## config.mk

```make
export PLATFORM = sky130hd
export DESIGN_NAME = axis_skid_fifo
export DESIGN_NICKNAME = d
export VERILOG_FILES = /design/src/rtl/axis_skid_fifo.sv
export SDC_FILE = /design/constraint.sdc
export NUM_CORES = 1
export LEC_CHECK = 0
export CAP_MARGIN = 5
export CELL_PAD_IN_SITES_DETAIL_PLACEMENT = 1
export CELL_PAD_IN_SITES_GLOBAL_PLACEMENT = 1
export CORE_ASPECT_RATIO = 0.5
export CORE_MARGIN = 2
export CORE_UTILIZATION = 45
export DETAILED_ROUTE_END_ITERATION = 7
export DONT_BUFFER_PORTS = 1
export HOLD_SLACK_MARGIN = 0.03
export PLACE_DENSITY = 0.67
export SYNTH_ARGS = -nofsm -noshare
export SYNTH_HDL_FRONTEND = slang
export SYNTH_SLANG_ARGS = --single-unit
```

## constraint.sdc

```tcl
create_clock -name clk -period 8.5 [get_ports clk]
set_input_delay 1.275 -clock clk [delete_from_list [all_inputs] [get_ports clk]]
set_output_delay 1.275 -clock clk [all_outputs]
set_load 0.01 [all_outputs]
```

## src/rtl/axis_skid_fifo.sv

```systemverilog
// AXI-Stream style FIFO with a registered output stage; DEPTH entries total including the output register.
// Latency: one cycle from accept into an empty block to m_valid; one beat per cycle when streaming.
// Backpressure: s_ready is registered (level != DEPTH), so it has no combinational path from m_ready or s_valid.
//
// Ports:
//   clk, rst_n            - rising-edge clock, asynchronous active-low reset
//   flush                 - synchronous discard of all stored beats (beats offered on the same edge are dropped)
//   s_valid/s_ready/s_data/s_last - upstream beat interface
//   m_valid/m_ready/m_data/m_last - downstream beat interface, driven straight from flops
//   level, almost_full    - occupancy (0..DEPTH) and level >= AFULL_LEVEL, both registered
module axis_skid_fifo #(
  parameter int DATA_WIDTH  = 64,
  parameter int DEPTH       = 4,
  parameter int AFULL_LEVEL = DEPTH - 1
) (
  input  logic                    clk,
  input  logic                    rst_n,
  input  logic                    flush,
  input  logic                    s_valid,
  output logic                    s_ready,
  input  logic [DATA_WIDTH-1:0]   s_data,
  input  logic                    s_last,
  output logic                    m_valid,
  input  logic                    m_ready,
  output logic [DATA_WIDTH-1:0]   m_data,
  output logic                    m_last,
  output logic [$clog2(DEPTH):0]  level,
  output logic                    almost_full
);

  localparam int LW = $clog2(DEPTH) + 1;
  localparam int PW = $clog2(DEPTH);

  typedef struct packed {
    logic                  last;
    logic [DATA_WIDTH-1:0] data;
  } beat_t;

  // Ring buffer holding beats behind the output register. Only DEPTH-1 slots
  // are ever occupied, but a power-of-two ring keeps pointer wrap free.
  beat_t           mem_q [DEPTH];
  logic [PW-1:0]   wptr_q, wptr_d;
  logic [PW-1:0]   rptr_q, rptr_d;
  logic [LW-1:0]   level_q, level_d;
  logic            m_valid_q, m_valid_d;
  beat_t           m_beat_q, m_beat_d;
  logic            s_ready_q, s_ready_d;
  logic            afull_q, afull_d;

  logic            push, pop, mem_we, mem_empty;
  logic [LW-1:0]   mem_cnt;

  always_comb begin
    push      = s_valid && s_ready_q;
    pop       = m_valid_q && m_ready;
    // Beats in the ring = total occupancy minus the one in the output register.
    mem_cnt   = level_q - LW'(m_valid_q);
    mem_empty = (mem_cnt == '0);

    wptr_d    = wptr_q;
    rptr_d    = rptr_q;
    level_d   = level_q;
    m_valid_d = m_valid_q;
    m_beat_d  = m_beat_q;
    mem_we    = 1'b0;

    if (flush) begin
      // Flush wins over any same-edge accept or pop; m_data/m_last keep their value.
      level_d   = '0;
      m_valid_d = 1'b0;
      wptr_d    = '0;
      rptr_d    = '0;
    end else begin
      level_d = level_q + LW'(push) - LW'(pop);
      if (!m_valid_q || m_ready) begin
        // Output register is free this edge: refill from the ring head, or
        // bypass the incoming beat straight in when the ring is empty.
        if (!mem_empty) begin
          m_beat_d  = mem_q[rptr_q];
          rptr_d    = rptr_q + PW'(1);
          m_valid_d = 1'b1;
          mem_we    = push;
        end else if (push) begin
          m_beat_d  = '{last: s_last, data: s_data};
          m_valid_d = 1'b1;
        end else begin
          m_valid_d = 1'b0;
        end
      end else begin
        mem_we = push;
      end
    end

    if (mem_we) wptr_d = wptr_q + PW'(1);

    s_ready_d = (level_d != LW'(DEPTH));
    afull_d   = (level_d >= LW'(AFULL_LEVEL));
  end

  always_ff @(posedge clk or negedge rst_n) begin
    if (!rst_n) begin
      wptr_q    <= '0;
      rptr_q    <= '0;
      level_q   <= '0;
      m_valid_q <= 1'b0;
      m_beat_q  <= '0;
      // Held low through reset so nothing is accepted before the first edge after release.
      s_ready_q <= 1'b0;
      afull_q   <= 1'b0;
    end else begin
      wptr_q    <= wptr_d;
      rptr_q    <= rptr_d;
      level_q   <= level_d;
      m_valid_q <= m_valid_d;
      m_beat_q  <= m_beat_d;
      s_ready_q <= s_ready_d;
      afull_q   <= afull_d;
    end
  end

  // Storage array carries no reset; occupancy is tracked by level/pointers.
  always_ff @(posedge clk) begin
    if (mem_we) mem_q[wptr_q] <= '{last: s_last, data: s_data};
  end

  assign s_ready     = s_ready_q;
  assign m_valid     = m_valid_q;
  assign m_data      = m_beat_q.data;
  assign m_last      = m_beat_q.last;
  assign level       = level_q;
  assign almost_full = afull_q;

endmodule

```

==> results.sh <==
export IMPL_yosysSeqAreaShare_pct=74.7
export IMPL_cp_slowest_stage_delay_ps=820
export IMPL_p_seq_share_pct=46.5
export IMPL_grt_max_degree=76
export IMPL_tritoncts="built"
export IMPL_period_needed_ps=3290
export IMPL_io_pins=141
export IMPL_fmaxAchievable_mhz=304
export IMPL_finalMaxSlewViolations=0
export IMPL_cts_buffers=30
export IMPL_antenna_found_initial=0
export IMPL_reg2reg_from="m_valid$_DFFE_PN0P_"
export IMPL_yosys_top_cells_area="edfxtp_1 60%, dfrtp_1 14%, mux4_2 11%"
export IMPL_status="complete, no violations"
export IMPL_drive_gt1_share_pct=20.6
export IMPL_total_leakage_power_nw=4.57
export IMPL_grtUsageMet2_pct=31.5
export IMPL_finalHoldViolCount=0
export IMPL_cp_top_family="simple AND/OR/NAND/NOR gates"
export IMPL_avgSynthCellArea_um2=20.7
export IMPL_ir_drop_mv=0.412
export IMPL_drtIter0Drc=502
export IMPL_worst_path_buf_inv=1
export IMPL_r2r_end="mem_q[1][9]$_DFFE_PP_"
export IMPL_synth_edf_count=260
export IMPL_die_area_um2=30300
export IMPL_relSlewSlack_pct=28.2
export IMPL_path_cells="ha_1 > nor2b_1 > and2_2 > a21o_1 > nor3b_2 > buf_4"
export IMPL_skew_ps=16.4
export IMPL_port_buffers=0
export IMPL_ys_warn_count=0
export IMPL_r2r_cells=6
export IMPL_fillCellCount=2438
export IMPL_cts_repair_resized=0
export IMPL_hp_class="primary input to asynchronous set/reset pin"
export IMPL_worst_pin_slew_ps=1080
export IMPL_cts_setup_buffers=0
export IMPL_gr_usage_all_layers_pct=18.8
export IMPL_p_comb_share_pct=26.1
export IMPL_cts_sinks=335
export IMPL_ant_nets=0
export IMPL_use_met1_pct=25.9
export IMPL_dp_hpwl_um=14800
export IMPL_gr_total_overflow=0
export IMPL_switching_power_mw=1.58
export IMPL_critPathLaunchType="flop"
export IMPL_clock_path_buffers=3
export IMPL_finalWirelength_um=27900
export IMPL_clockPowerShare_pct=27.4
export IMPL_busiest_layer="met2"
export IMPL_dr_total_vias=6176
export IMPL_switching_share_pct=30.4
export IMPL_start_util_pct=46.2
export IMPL_synthArstFlopShare_pct=22.4
export IMPL_wl_per_cell_um=27.1
export IMPL_synth_most_common_cell="edfxtp_1"
export IMPL_setup_violations=0
export IMPL_min_period_over_period_pct=38.7
export IMPL_die_w_um=244
export IMPL_grt_pass1_wl_um=42600
export IMPL_synth_net_count=704
export IMPL_p_int_mw=3.61
export IMPL_critPathSlowestCell="buf_4"
export IMPL_yosys_cell_types_count=29
export IMPL_rrSetupSlack_ps=5210
export IMPL_yosysTopAreaCell="edfxtp_1"
export IMPL_finalNetCount=700
export IMPL_cp_data_required_time_ps=8670
export IMPL_n_antenna_cell=0
export IMPL_synth_area_um2=13000
export IMPL_grtUsageMet3_pct=3.88
export IMPL_rsz0062_at_grt="false"
export IMPL_setup_slack_ps=5210
export IMPL_h_tree_depth=1
export IMPL_drc=0
export IMPL_worstPathMaxFanout=58
export IMPL_gp_congestion=0.709
export IMPL_drt_first_pass_iters=4
export IMPL_core_area_um2=28000
export IMPL_ys_ff_latch=335
export IMPL_cts_hold_buf=0
export IMPL_yosysTopAreaCellShare_pct=60.2
export IMPL_final_setup_tns_ps=0
export IMPL_die_h_um=124
export IMPL_netlist_instances=626
export IMPL_cts_root_buf="clkbuf_16"
export IMPL_synth_ff_type="edfxtp_1"
export IMPL_num_rows=43
export IMPL_finalPower_mw=5.19
export IMPL_synthTopCellsByCount="260 x edfxtp_1, 130 x o22a_1, 75 x dfrtp_1"
export IMPL_avgViaCountPerCell=6.01
export IMPL_path_class="flop to flop"
export IMPL_clk_latency_ps=560
export IMPL_drv_cap=0
export IMPL_area_growth_pct=10.3
export IMPL_grt_pass1_vias=6798
export IMPL_end_kind="flop"
export IMPL_cp_data_arrival_time_ps=3460
export IMPL_clk_pin_slew_ps=70
export IMPL_power_density_nw_per_um2=363
export IMPL_place_ws_ps=4690
## state kept, by name, indices dropped and copies added, names as in the netlist
signal and cells:
almost_full 1, level 3, m_data 64, m_last 1, m_valid 1, mem_q 260, rptr_q 2, s_ready 1
wptr_q 2
## cell type report
| type | count | area (µm²) | area share, % |
|---|---|---|---|
| flip-flops and latches | 335 | 9690 | 67.8 |
| clock inverters | 17 | 189 | 1.32 |
| inverters | 7 | 26.3 | 0.184 |
| repair buffers | 9 | 67.6 | 0.473 |
| well taps | 382 | 478 | 3.35 |
| multi-input cells | 239 | 2990 | 20.9 |
| clock buffers | 39 | 846 | 5.92 |
## cell usage in the layout, fill, tap and decap left out
master	instances
clkinvlp_4	2
nor2b_1	3
ha_1	7
and2_1	3
xor2_1	1
nand2_1	1
clkbuf_8	4
nand3_4	1
nand2b_2	1
xnor2_2	1
clkinv_1	4
xnor2_1	3
a21o_1	2
inv_1	7
a21oi_1	1
nor2_1	7
fa_1	1
buf_4	9
clkbuf_1	4
nor3_1	1
a31oi_1	2
o22a_1	130
clkinv_2	6
a211oi_1	1
nand2b_1	1
mux4_2	65
edfxtp_1	260
dfrtp_4	2
bufinv_16	4
and2_2	1
inv_6	1
a21oi_4	1
nor3b_2	4
clkbuf_16	31
dfrtp_1	73
mux2i_1	1
## how the worst max path moves through the flow
stage / startpoint / to / slack, ps / cells after the start
after global placement: s_valid / mem_q[1][27]$_DFFE_PP_ / 4750 / 5
final: m_valid$_DFFE_PN0P_ / mem_q[1][9]$_DFFE_PP_ / 5210 / 6
after global routing: level[0]$_DFF_PN0_ / mem_q[1][48]$_DFFE_PP_ / 5000 / 7
after floorplan: s_valid / mem_q[0][0]$_DFFE_PP_ / 1480 / 4
after detailed placement: s_valid / mem_q[1][27]$_DFFE_PP_ / 4690 / 5
after CTS: m_valid$_DFFE_PN0P_ / mem_q[1][48]$_DFFE_PP_ / 5150 / 6
## power groups by stage
stage                     Sequential (mW)  Combinational (mW)  Clock, mW
final                                2.41                1.35       1.42
after global routing                 2.45                1.48       1.51
after CTS                            2.43                1.38       1.45
after detailed placement             2.46                1.37          0
after global placement               2.45                1.34          0
after floorplan                      2.31                1.20          0
## stage by stage
step | std cells | cell area, µm² | util, % | hold WS [ps]
finish | 1028 | 14300 | 51.0 | 412
detailed placement | 972 | 13300 | 47.3 | 570
global route | 1028 | 14300 | 51.0 | 378
floorplan | 626 | 13000 | - | 538
CTS | 1028 | 14300 | 51.0 | 381
global placement | 972 | 13300 | 47.3 | 566
## worst register-to-register path: stages, from the launching register on
cell and delay [ps]:
dfrtp_1 450, ha_1 320, nor2b_1 200, and2_2 210, a21o_1 240, nor3b_2 620, buf_4 820
## per-layer routing
layer  routed length [µm]  vias to the layer above
met5                    0                        -
met4                  452                        0
met3                 1240                       40
met2                13600                      130
met1                12600                     3407
li1                     -                     2599
## logic make-up after synthesis
kind of cell / after synthesis / synth area share (%)
AO/OA/AOI/OAI: 137 / 9.16
XOR/XNOR: 5 / 0.396
adder cells (fa/ha/maj): 8 / 0.830
buffers and inverters: 52 / 2.54
flip-flops: 335 / 74.7
multiplexers: 66 / 11.4
AND/OR/NAND/NOR: 23 / 0.975
Note: power is estimated with default switching activity, not from simulation.
